===== config.mk =====
export PLATFORM = sky130hd
export DESIGN_NAME = seq_divider_flat
export DESIGN_NICKNAME = d
export VERILOG_FILES = /design/src/rtl/seq_divider_if.sv /design/src/rtl/seq_divider.sv /design/src/flat_wrapper.sv
export SDC_FILE = /design/constraint.sdc
export NUM_CORES = 1
export LEC_CHECK = 0
export CORE_UTILIZATION = 31
export CTS_CLUSTER_SIZE = 12
export DETAILED_ROUTE_END_ITERATION = 6
export PLACE_DENSITY = 0.57
export SKIP_CTS_REPAIR_TIMING = 1
export SLEW_MARGIN = 20
export SYNTH_ARGS = -nofsm -noshare
export SYNTH_HDL_FRONTEND = slang
export SYNTH_SLANG_ARGS = --single-unit

===== constraint.sdc =====
create_clock -name clk -period 3.06 [get_ports clk]
set_clock_uncertainty 0.2 [all_clocks]
set_input_delay 0.612 -clock clk [delete_from_list [all_inputs] [get_ports clk]]
set_output_delay 0.612 -clock clk [all_outputs]
set_load 0.05 [all_outputs]

===== src/rtl/seq_divider_if.sv =====
// seq_divider_if: start/finish handshake and operand/result bus for the sequential divider
interface seq_divider_if #(parameter int WIDTH = 32);
  logic             start;
  logic [WIDTH-1:0] a;
  logic [WIDTH-1:0] b;
  logic [WIDTH-1:0] quotient;
  logic [WIDTH-1:0] remainder;
  logic             div_by_zero;
  logic             finish;
  modport master (output start, a, b, input quotient, remainder, div_by_zero, finish);
  modport slave (input start, a, b, output quotient, remainder, div_by_zero, finish);
endinterface


===== src/rtl/seq_divider.sv =====
// seq_divider: unsigned restoring divider, one quotient bit per clock, start/finish handshake
module seq_divider #(
  parameter int WIDTH = 32
) (
  input  logic          clk,
  input  logic          rst,
  seq_divider_if.slave  bus
);
  localparam int CW = $clog2(WIDTH);
  typedef enum logic [1:0] {IDLE = 2'b00, INIT = 2'b01, CALC = 2'b10, DONE = 2'b11} state_t;
  state_t           state, state_n;
  logic [WIDTH-1:0] q_sr, q_n, dvs, dvs_n, quo, quo_n, rem, rem_n;
  // The partial remainder stays below the divisor, so its extra top bit is always zero
  // between iterations and only the lower WIDTH bits are stored.
  logic [WIDTH-1:0] r_sr, r_n;
  logic [WIDTH:0]   shifted, trial;
  logic [CW-1:0]    cnt, cnt_n;
  logic             dz, dz_n;
  assign shifted = {r_sr, q_sr[WIDTH-1]};
  assign trial = shifted - {1'b0, dvs};
  always_comb begin
    state_n = state;
    q_n = q_sr;
    r_n = r_sr;
    dvs_n = dvs;
    cnt_n = cnt;
    quo_n = quo;
    rem_n = rem;
    dz_n = dz;
    case (state)
      IDLE: if (bus.start) begin
        q_n = bus.a;
        dvs_n = bus.b;
        r_n = '0;
        cnt_n = '0;
        state_n = INIT;
      end
      INIT: begin
        state_n = dvs == '0 ? DONE : CALC;
        cnt_n = '0;
        if (dvs == '0) begin
          quo_n = '1;
          rem_n = q_sr;
          dz_n = 1'b1;
        end
      end
      CALC: begin
        r_n = trial[WIDTH] ? shifted[WIDTH-1:0] : trial[WIDTH-1:0];
        q_n = {q_sr[WIDTH-2:0], ~trial[WIDTH]};
        cnt_n = cnt + CW'(1);
        if (cnt == CW'(WIDTH - 1)) begin
          state_n = DONE;
          quo_n = q_n;
          rem_n = r_n;
          dz_n = 1'b0;
        end
      end
      default: state_n = IDLE;
    endcase
  end
  always_ff @(posedge clk or negedge rst) begin
    if (!rst) begin
      state <= IDLE;
      q_sr <= '0;
      r_sr <= '0;
      dvs <= '0;
      cnt <= '0;
      quo <= '0;
      rem <= '0;
      dz <= 1'b0;
    end else begin
      state <= state_n;
      q_sr <= q_n;
      r_sr <= r_n;
      dvs <= dvs_n;
      cnt <= cnt_n;
      quo <= quo_n;
      rem <= rem_n;
      dz <= dz_n;
    end
  end
  assign bus.quotient = quo;
  assign bus.remainder = rem;
  assign bus.div_by_zero = dz;
  assign bus.finish = state == DONE;
endmodule


===== src/flat_wrapper.sv =====
// flat-port wrapper written by rule: the top's interface ports become plain ports
module seq_divider_flat 
#(
  parameter int WIDTH = 32
)
  (clk, rst, bus_start, bus_a, bus_b, bus_quotient, bus_remainder, bus_div_by_zero, bus_finish);
  seq_divider_if #(.WIDTH(WIDTH)) bus_i ();
  input  logic clk;
  input  logic rst;
  input wire logic [$bits(bus_i.start)-1:0] bus_start;
  input wire logic [$bits(bus_i.a)-1:0] bus_a;
  input wire logic [$bits(bus_i.b)-1:0] bus_b;
  output wire logic [$bits(bus_i.quotient)-1:0] bus_quotient;
  output wire logic [$bits(bus_i.remainder)-1:0] bus_remainder;
  output wire logic [$bits(bus_i.div_by_zero)-1:0] bus_div_by_zero;
  output wire logic [$bits(bus_i.finish)-1:0] bus_finish;
  assign bus_i.start = bus_start;
  assign bus_i.a = bus_a;
  assign bus_i.b = bus_b;
  assign bus_quotient = bus_i.quotient;
  assign bus_remainder = bus_i.remainder;
  assign bus_div_by_zero = bus_i.div_by_zero;
  assign bus_finish = bus_i.finish;
  seq_divider #(.WIDTH(WIDTH)) u_core (.clk(clk), .rst(rst), .bus(bus_i));
endmodule

Word-level counts from Yosys, hierarchy flattened
Cells that the tools add are included.
Cells by class
  $add $sub $neg: 2
  eq/ne operators: 7
  multiplexer cells: 20
  bitwise logic cells: 1
  reductions and logical operators: 10
Operators by type and width (count)
  32-bit one-hot mux with 2 select lines: 4
  32-bit 2-to-1 mux: 7
  33-bit by 32-bit subtractor with 33-bit output: 1
  32-bit zero test: 1
  5-bit one-hot mux with 3 select lines: 1
  2-bit AND reduction: 4
  2-bit one-hot mux with 3 select lines: 1
  5-bit by 1-bit adder with 5-bit output (second input constant): 1
  5-bit == test (second input constant): 1
  5-bit 2-to-1 mux: 1
  2-bit == test (second input constant): 2
  2-bit 2-to-1 mux: 2
  2-bit by 1-bit != test with 1-bit output (second input constant): 2
  2-bit nonzero test: 2
  1-bit 2-to-1 mux: 3
  3-bit AND reduction: 1
  3-bit nonzero test: 1
  2-bit by 1-bit == test with 1-bit output (second input constant): 1
  2-bit zero test: 1
  2-bit != test (second input constant): 1
  1-bit one-hot mux with 2 select lines: 1
  1-bit NOT: 1
Word-level totals
  flip-flop bits (word level): 168
  input port bits: 67
  output and inout port bits: 66
  logic and storage cells: 48

Logic depth before layout (Yosys ltp)
Gate-level depths: netlist (run 1).
  depth after elaboration: 4
  mapped depth: 14
  gate-level depth less buffers: 12

Least setup slack after synthesis (run 1)
No wires, ideal clock.
  kind: register to register
  from: reg u_core.r_sr[7]
  to: reg u_core.rem[19] (netlist: u_core.bus.remainder[19])
  arrival: 2.790 ns
  path slack: -0.048 ns
  stages on the path, launching flop included: 13
  path buffers: 2
  period minus slack after synthesis: 3.108 ns
  path through: dfrtp_1 -> ha_1 -> a21oi_2 -> a21oi_1 -> o211a_1 -> or3_1 -> buf_6 -> a211o_1 -> o211ai_4 -> buf_6 -> mux2i_1 -> a21oi_1 -> a21o_1
Between the ends
  cells in the longest elaborated chain, start to end: 4
RTL lines
  start, declared: RTL line seq_divider.sv:15  | logic [WIDTH-1:0] r_sr, r_n;
  start signal, assigned: RTL line seq_divider.sv:74  | r_sr <= r_n;
  33-bit by 32-bit subtractor with 33-bit output: RTL line seq_divider.sv:20  | assign trial = shifted - {1'b0, dvs};
  32-bit 2-to-1 mux: RTL line seq_divider.sv:48  | r_n = trial[WIDTH] ? shifted[WIDTH-1:0] : trial[WIDTH-1:0];
  32-bit 2-to-1 mux: RTL line seq_divider.sv:51  | if (cnt == CW'(WIDTH - 1)) begin
  32-bit one-hot mux with 2 select lines: RTL line seq_divider.sv:30  | case (state)
  end signal, assigned: RTL line seq_divider.sv:78  | rem <= rem_n;
  end, declared: RTL line seq_divider.sv:12  | logic [WIDTH-1:0] q_sr, q_n, dvs, dvs_n, quo, quo_n, rem, rem_n;
No other way between the ends. The select of a mux whose other input is x is not followed.
A chain may end at the register's enable or synchronous reset.

Final worst setup path (run 1)
  from: reg u_core.q_sr[31]
  to: reg u_core.rem[16] (netlist: u_core.bus.remainder[16])
Between the ends
  cells in the longest elaborated chain, start to end: 4
RTL lines
  start, declared: RTL line seq_divider.sv:12
  start signal, assigned: RTL line seq_divider.sv:73  | q_sr <= q_n;
  33-bit by 32-bit subtractor with 33-bit output: RTL line seq_divider.sv:20
  32-bit 2-to-1 mux: RTL line seq_divider.sv:48
  32-bit 2-to-1 mux: RTL line seq_divider.sv:51
  32-bit one-hot mux with 2 select lines: RTL line seq_divider.sv:30
No other way between the ends. The select of a mux whose other input is x is not followed.

==> impl_metrics.env, run 1 <==
export IMPL_status="finished with violations"
export IMPL_violations="setup timing"
export IMPL_cts_buffers=17
export IMPL_synth_top_family_by_area="compound AO/OA/AOI/OAI gates"
export IMPL_wl_um=27300
export IMPL_p_leak_nw=5.79
export IMPL_synth_xor_area_share_pct=2.26
export IMPL_cts_htree_levels=4
export IMPL_syn_inst=1009
export IMPL_layout_setup_ws_ps=-192
export IMPL_yosys_warnings=0
export IMPL_clk_pin_slew_ps=80
export IMPL_worst_setup_path_end_kind="register"
export IMPL_critPathBufInv=3
export IMPL_rsz0062_at_grt="yes"
export IMPL_yosysSeqAreaShare_pct=45.3
export IMPL_whs_ps=268
export IMPL_grt_pass1_vias=7755
export IMPL_wire_per_inst_um=17.0
export IMPL_holdPathStages=2
export IMPL_dominantRegCellSynth="dfrtp_1"
export IMPL_final_layout_size_suffix_gt1_share_pct=20.4
export IMPL_yosysUniqueCellTypes=58
export IMPL_cp_data_required_time_ps=3160
export IMPL_relSlewSlack_pct=54.6
export IMPL_area_growth_pct=37.7
export IMPL_grt_pass1_wl_um=43300
export IMPL_finalHoldViolations=0
export IMPL_drc=0
export IMPL_die_area_um2=30600
export IMPL_grt_max_degree=102
export IMPL_nets=1322
export IMPL_clockRootBuffer="clkbuf_16"
export IMPL_power_density_nw_per_um2=1120
export IMPL_drt_initial_drc_count=523
export IMPL_critPathArrivalTime_ps=3350
export IMPL_antenna_found_initial=0
export IMPL_firstDrtPassIters=4
export IMPL_synth_net_count=1116
export IMPL_synth_adder_area_share_pct=5.47
export IMPL_synth_compound_area_share_pct=19.7
export IMPL_fin_crit_sh_pct=106
export IMPL_cp_start_kind="register"
export IMPL_hold_class="register to register"
export IMPL_via_per_inst=4.95
export IMPL_io_pins=133
export IMPL_ant_nets=0
export IMPL_vias=7975
export IMPL_die_y_um=175
export IMPL_hpwlAfterDp_um=20400
export IMPL_r2r_end="u_core.bus.remainder[16]"
export IMPL_fmax_mhz=308
export IMPL_rr_worst_depth=13
export IMPL_crit_top_cell="a211oi_2"
export IMPL_maxCapViolCount=0
export IMPL_crit_path_max_fanout=7
export IMPL_cts_tree="built"
export IMPL_fin_crit_ps=3250
export IMPL_hp_start="u_core.bus.quotient[11]"
export IMPL_rrSetupSlack_ps=-190
export IMPL_async_flop_share_pct=100
export IMPL_portBuffers=132
export IMPL_max_stage_delay_ps=440
export IMPL_die_w_um=175
export IMPL_worstSkewPairLatency_ps=430
export IMPL_peakVddDrop_mv=0.473
export IMPL_grt_overflow_total=0
export IMPL_diodes=0
export IMPL_core_rowCount=62
export IMPL_clock_sinks=168
export IMPL_cts_buffer_depth=2
export IMPL_final_core_util_pct=43.9
export IMPL_crit_slowest_cell="or3_4"
export IMPL_critical_path_top_delay_family="compound AO/OA/AOI/OAI gates"
export IMPL_worst_pin_slew_ps=680
export IMPL_syn_area_per_cell_um2=9.20
export IMPL_ys_ff_latch=168
export IMPL_path_class="register to register"
export IMPL_synth_edf_count=0
export IMPL_grt_total_usage_pct=18.0
export IMPL_yosys_area_share_simple_pct=13.6
export IMPL_min_to="u_core.bus.quotient[11]"
export IMPL_place_congestion=0.865
export IMPL_worstPathCellList="inv_2 -> ha_4 -> fa_2 -> nor2b_4 -> o31ai_4 -> a211oi_2 -> or3_4 -> a211o_1 -> o211ai_4 -> buf_12 -> buf_8 -> mux2i_4 -> a211oi_2"
export IMPL_pre_cts_slack_ps=-314
export IMPL_synth_area_um2=9280
export IMPL_initial_core_util_pct=31.9
export IMPL_finalSetupViolCount=65
export IMPL_fp_coreArea_um2=29100
export IMPL_slew_viol_final=0
export IMPL_muxShareOfSynthArea_pct=8.99
export IMPL_worstReg2RegStart="u_core.q_sr[31]"
Yosys cell counts (10+ instances only):
cell | count | area share [%]
ha_1 | 39 | 5.3
mux2i_1 | 44 | 4.7
dfrtp_1 | 168 | 45
nand2_1 | 155 | 6.3
a21oi_1 | 88 | 4.7
nand3_1 | 13 | 0.70
nor2_1 | 65 | 2.6
mux2_2 | 35 | 4.2
nor4_1 | 10 | 0.67
o21ai_0 | 119 | 6.4
a211oi_1 | 23 | 1.9
inv_1 | 46 | 1.9
a21o_1 | 18 | 1.5
xnor2_1 | 17 | 1.6
clkbuf_1 | 45 | 1.8
layout make-up:
type	instances	area [um^2]
fillers	2824	16300
multi-input cells	738	5010
flip-flops and latches	168	4210
repair buffers	244	2310
well taps	384	480
clock buffers	18	429
clock inverters	14	179
inverters	46	173
placed cells by master, fill, tap and decap left out, drive strengths merged, types with 3 or more instances in the layout:
cell           instances
dfrtp                168
nand2                155
clkdlybuf4s50        131
o21ai                120
buf                  110
a21oi                 90
nor2                  65
inv                   54
mux2i                 44
ha                    39
mux2                  35
a211oi                24
clkbuf                20
a21o                  18
xnor2                 17
nand3                 13
nor4                  10
and3                   7
and2                   7
xor2                   7
nor3                   7
a31oi                  7
nand2b                 7
o21bai                 6
o21a                   6
nand4                  5
a21boi                 5
nor2b                  5
a211o                  4
o31a                   3
a221oi                 3
o31ai                  3
o211ai                 3
clkinv                 3
through the flow:
stage	setup TNS, ps	instance area [um^2]	power [mW]	std cells
after global placement	-7440	11700	11.7	1571
after detailed placement	-13580	11700	11.8	1571
after CTS	-14410	12300	14.1	1603
after global routing	-13760	12800	15.3	1612
final	-6770	12800	14.3	1612
after floorplan	0	9300	8.89	1009
registers in the layout, indices dropped and copies added, names as in the netlist:
| name | cells |
|---|---|
| u_core.cnt | 5 |
| u_core.bus.div_by_zero | 1 |
| u_core.bus.remainder | 32 |
| u_core.dvs | 32 |
| u_core.bus.quotient | 32 |
| u_core.q_sr | 32 |
| u_core.state | 2 |
| u_core.r_sr | 32 |
worst max path at each step:
| stage | to | cells past startpoint | from | slack, ps |
|---|---|---|---|---|
| 6_report | u_core.bus.remainder[16] | 13 | u_core.q_sr[31] | -190 |
| 5_1_grt | u_core.bus.remainder[19] | 13 | u_core.q_sr[31] | -300 |
| 3_3_place_gp | u_core.r_sr[16] | 13 | u_core.q_sr[31] | -220 |
| 4_1_cts | u_core.r_sr[14] | 13 | u_core.dvs[0] | -330 |
| 2_1_floorplan | u_core.bus.remainder[19] | 14 | u_core.q_sr[31] | 20 |
| 3_5_place_dp | u_core.r_sr[14] | 13 | u_core.dvs[0] | -310 |
metal layers:
layer / global-route usage (%) / part of all wire (%) / vias up
met5: 0 / 0 / -
met4: 4.78 / 1.3 / 0
met3: 2.76 / 4.9 / 19
met2: 25.7 / 41 / 187
met1: 27.7 / 52 / 3808
li1: - / - / 3961
power by group:
group          leakage (nW)  total [mW]  internal (mW)  switching [mW]
clock                 0.295        2.27           1.24            1.02
combinational          3.43        8.12           3.16            4.97
sequential             2.06        3.88           3.17           0.714
worst min-delay path: cells and delay by family, from the launching register on:
| family | cells | cell delay (ps) |
|---|---|---|
| flip-flops | 1 | 350 |
| AND/OR/NAND/NOR | 2 | 90 |
logic make-up (layout without fill, tap and decap cells):
family / count (synthesis) / in the layout
buf+inv: 103 / 322
mux: 79 / 79
fa+ha+maj: 40 / 40
compound gates: 304 / 304
xor+xnor: 24 / 24
simple gates: 291 / 291
flops: 168 / 168
No activity file was read; power rests on OpenSTA's default activity.
==> run 2: changes to the inputs <==
- GPL_ROUTABILITY_DRIVEN: not set -> 0
==> run 2 against run 1 <==
Net effect: the flow still finishes with violations (setup timing); worst setup slack lost 44 ps; power shrank 0.58%; fmax shrank 1.3%; critical path depth grew 1; global-route usage grew 0.099 points; largest cell class unchanged; combinational power is essentially flat; first-iteration DRC count shrank 5.5%; via count grew 1.9%; non-clock buffer count grew 4; sequential power is essentially flat; sequential share of layout area is essentially flat; cell area is essentially flat.
==> impl_metrics.env, run 2 (synthesis results as in run 1) <==
export IMPL_drc=0
export IMPL_ant_nets=0
export IMPL_grt_overflow_total=0
export IMPL_rrSetupSlack_ps=-240
export IMPL_violations="setup timing"
export IMPL_layout_setup_ws_ps=-236
export IMPL_n_fill_cell=2837
export IMPL_grt_pass1_vias=7769
export IMPL_portBuffers=132
export IMPL_pwr_share_seq_pct=27.5
export IMPL_area_growth_pct=37.8
export IMPL_cp_data_required_time_ps=3180
export IMPL_status="finished with violations"
export IMPL_cts_tree="built"
export IMPL_die_y_um=175
export IMPL_final_cell_mix="dfrtp_1 (166), nand2_1 (152), clkdlybuf4s50_1 (131), buf_4 (99), o21ai_0 (94)"
export IMPL_via_per_inst=5.03
export IMPL_diodes=0
export IMPL_fp_coreArea_um2=29100
export IMPL_slew_viol_final=0
export IMPL_r2r_end="u_core.bus.remainder[19]"
export IMPL_peakVddDrop_mv=0.556
export IMPL_path_class="register to register"
export IMPL_finalHoldViolations=0
export IMPL_worst_pin_slew_ps=577
export IMPL_rr_worst_depth=14
export IMPL_fmax_mhz=303
export IMPL_hold_class="register to register"
export IMPL_swShare_pct=47.4
export IMPL_crit_path_max_fanout=7
export IMPL_min_to="u_core.bus.quotient[21]"
export IMPL_worst_setup_path_end_kind="register"
export IMPL_cts_htree_levels=4
export IMPL_critPathBufInv=3
export IMPL_initial_core_util_pct=31.9
export IMPL_maxCapViolCount=0
export IMPL_critical_path_top_delay_family="compound AO/OA/AOI/OAI gates"
export IMPL_p_leak_nw=5.77
export IMPL_clk_pin_slew_ps=70
export IMPL_hpwlAfterDp_um=20500
export IMPL_vias=8129
export IMPL_critPathArrivalTime_ps=3410
export IMPL_relSlewSlack_pct=61.4
export IMPL_holdPathStages=2
export IMPL_hp_start="u_core.bus.quotient[21]"
export IMPL_comb_power_share_pct=57.2
export IMPL_wire_per_inst_um=17.2
export IMPL_fin_crit_sh_pct=108
export IMPL_die_w_um=175
export IMPL_fin_crit_ps=3300
export IMPL_p_clk_share_pct=15.3
export IMPL_placed_area_um2=11700
export IMPL_cts_buffer_depth=2
export IMPL_wl_um=27900
export IMPL_crit_slowest_cell="or3_4"
export IMPL_drt_initial_drc_count=494
export IMPL_antenna_found_initial=0
export IMPL_firstDrtPassIters=5
export IMPL_io_pins=133
export IMPL_power_density_nw_per_um2=1110
export IMPL_worstReg2RegStart="u_core.q_sr[31]"
export IMPL_max_stage_delay_ps=440
export IMPL_grt_max_degree=102
export IMPL_nets=1326
export IMPL_layout_commonest_cell="dfrtp_1"
export IMPL_rsz0062_at_grt="yes"
export IMPL_worstPathCellList="inv_2 -> ha_4 -> fa_2 -> nor2b_4 -> o31ai_4 -> a211oi_2 -> or3_4 -> a211o_1 -> o211ai_4 -> buf_12 -> buf_8 -> mux2i_4 -> a21oi_2 -> a21o_1"
export IMPL_p_switching_mw=6.72
export IMPL_core_rowCount=62
export IMPL_whs_ps=263
export IMPL_clock_sinks=168
export IMPL_clockRootBuffer="clkbuf_16"
export IMPL_final_layout_size_suffix_gt1_share_pct=21.2
export IMPL_cp_start_kind="register"
export IMPL_internal_power_mw=7.47
export IMPL_worstSkewPairLatency_ps=430
export IMPL_grt_total_usage_pct=18.1
export IMPL_fin_area_um2=12800
export IMPL_cts_buffers=17
export IMPL_die_area_um2=30600
export IMPL_finalSetupViolCount=66
export IMPL_grt_pass1_wl_um=43300
-- run 2: cell count changes in the layout (fill, tap and decap cells not counted), sizes merged --
cell / change
buf: +5
bufinv: -1
clkinvlp: -1
clkinv: +2
inv: -1
-- run 2: worst min-delay path, cell delays in order (launching register included) --
cell     delay, ps
dfrtp_1        340
nand2_1         50
nand2_1         40
-- run 2: layout make-up --
cell class / count / area (um^2) / share of cell area (%)
Clock buffer: 19 / 443 / 3.46
Clock inverter: 13 / 135 / 1.06
Inverter: 46 / 173 / 1.35
Multi-Input combinational cell: 738 / 5030 / 39.3
Sequential cell: 168 / 4210 / 32.9
Tap cell: 384 / 480 / 3.76
Timing Repair Buffer: 248 / 2330 / 18.2
-- run 2: how the worst max path moves through the flow --
stage                    startpoint                       end  depth (start not counted)
floorplan           u_core.q_sr[31]  u_core.bus.remainder[19]                         14
global placement    u_core.q_sr[31]  u_core.bus.remainder[19]                         13
detailed placement  u_core.q_sr[31]  u_core.bus.remainder[19]                         13
CTS                   u_core.dvs[0]  u_core.bus.remainder[19]                         12
global route          u_core.dvs[0]           u_core.r_sr[27]                         13
finish              u_core.q_sr[31]  u_core.bus.remainder[19]                         14
-- run 2: stage by stage --
stage,instances,total power [mW],utilization [%],setup WS [ps],TNS (ps)
floorplan,1009,8.89,-,17.1,0
global placement,1566,11.7,40.1,-209,-7870
detailed placement,1566,11.8,40.1,-284,-12380
CTS,1598,14.0,42.1,-319,-14180
global route,1616,15.2,44.0,-311,-14350
finish,1616,14.2,44.0,-236,-8400
-- run 2: power by group through the flow --
stage	combinational [mW]	sequential [mW]	clock [mW]
floorplan	3.73	5.16	0
global placement	7.82	3.89	0
detailed placement	7.86	3.94	0
CTS	7.88	3.89	2.21
global route	8.83	4.02	2.30
finish	8.11	3.90	2.18
-- run 2: metal layers --
| layer | vias up | part of all wire [%] | GRT usage [%] | wire length (um) |
|---|---|---|---|---|
| li1 | 3975 | - | - | - |
| met2 | 268 | 41 | 25.0 | 11600 |
| met5 | - | 0 | 0 | 0 |
| met1 | 3858 | 51 | 28.0 | 14200 |
| met3 | 28 | 6.2 | 3.79 | 1720 |
| met4 | 0 | 1.3 | 4.57 | 363 |
==> run 3: changes to the inputs <==
- SLEW_MARGIN: 20 -> not set
==> results of run 3 <==
The final DEF is identical to that of run 2; final timing and power are the same.
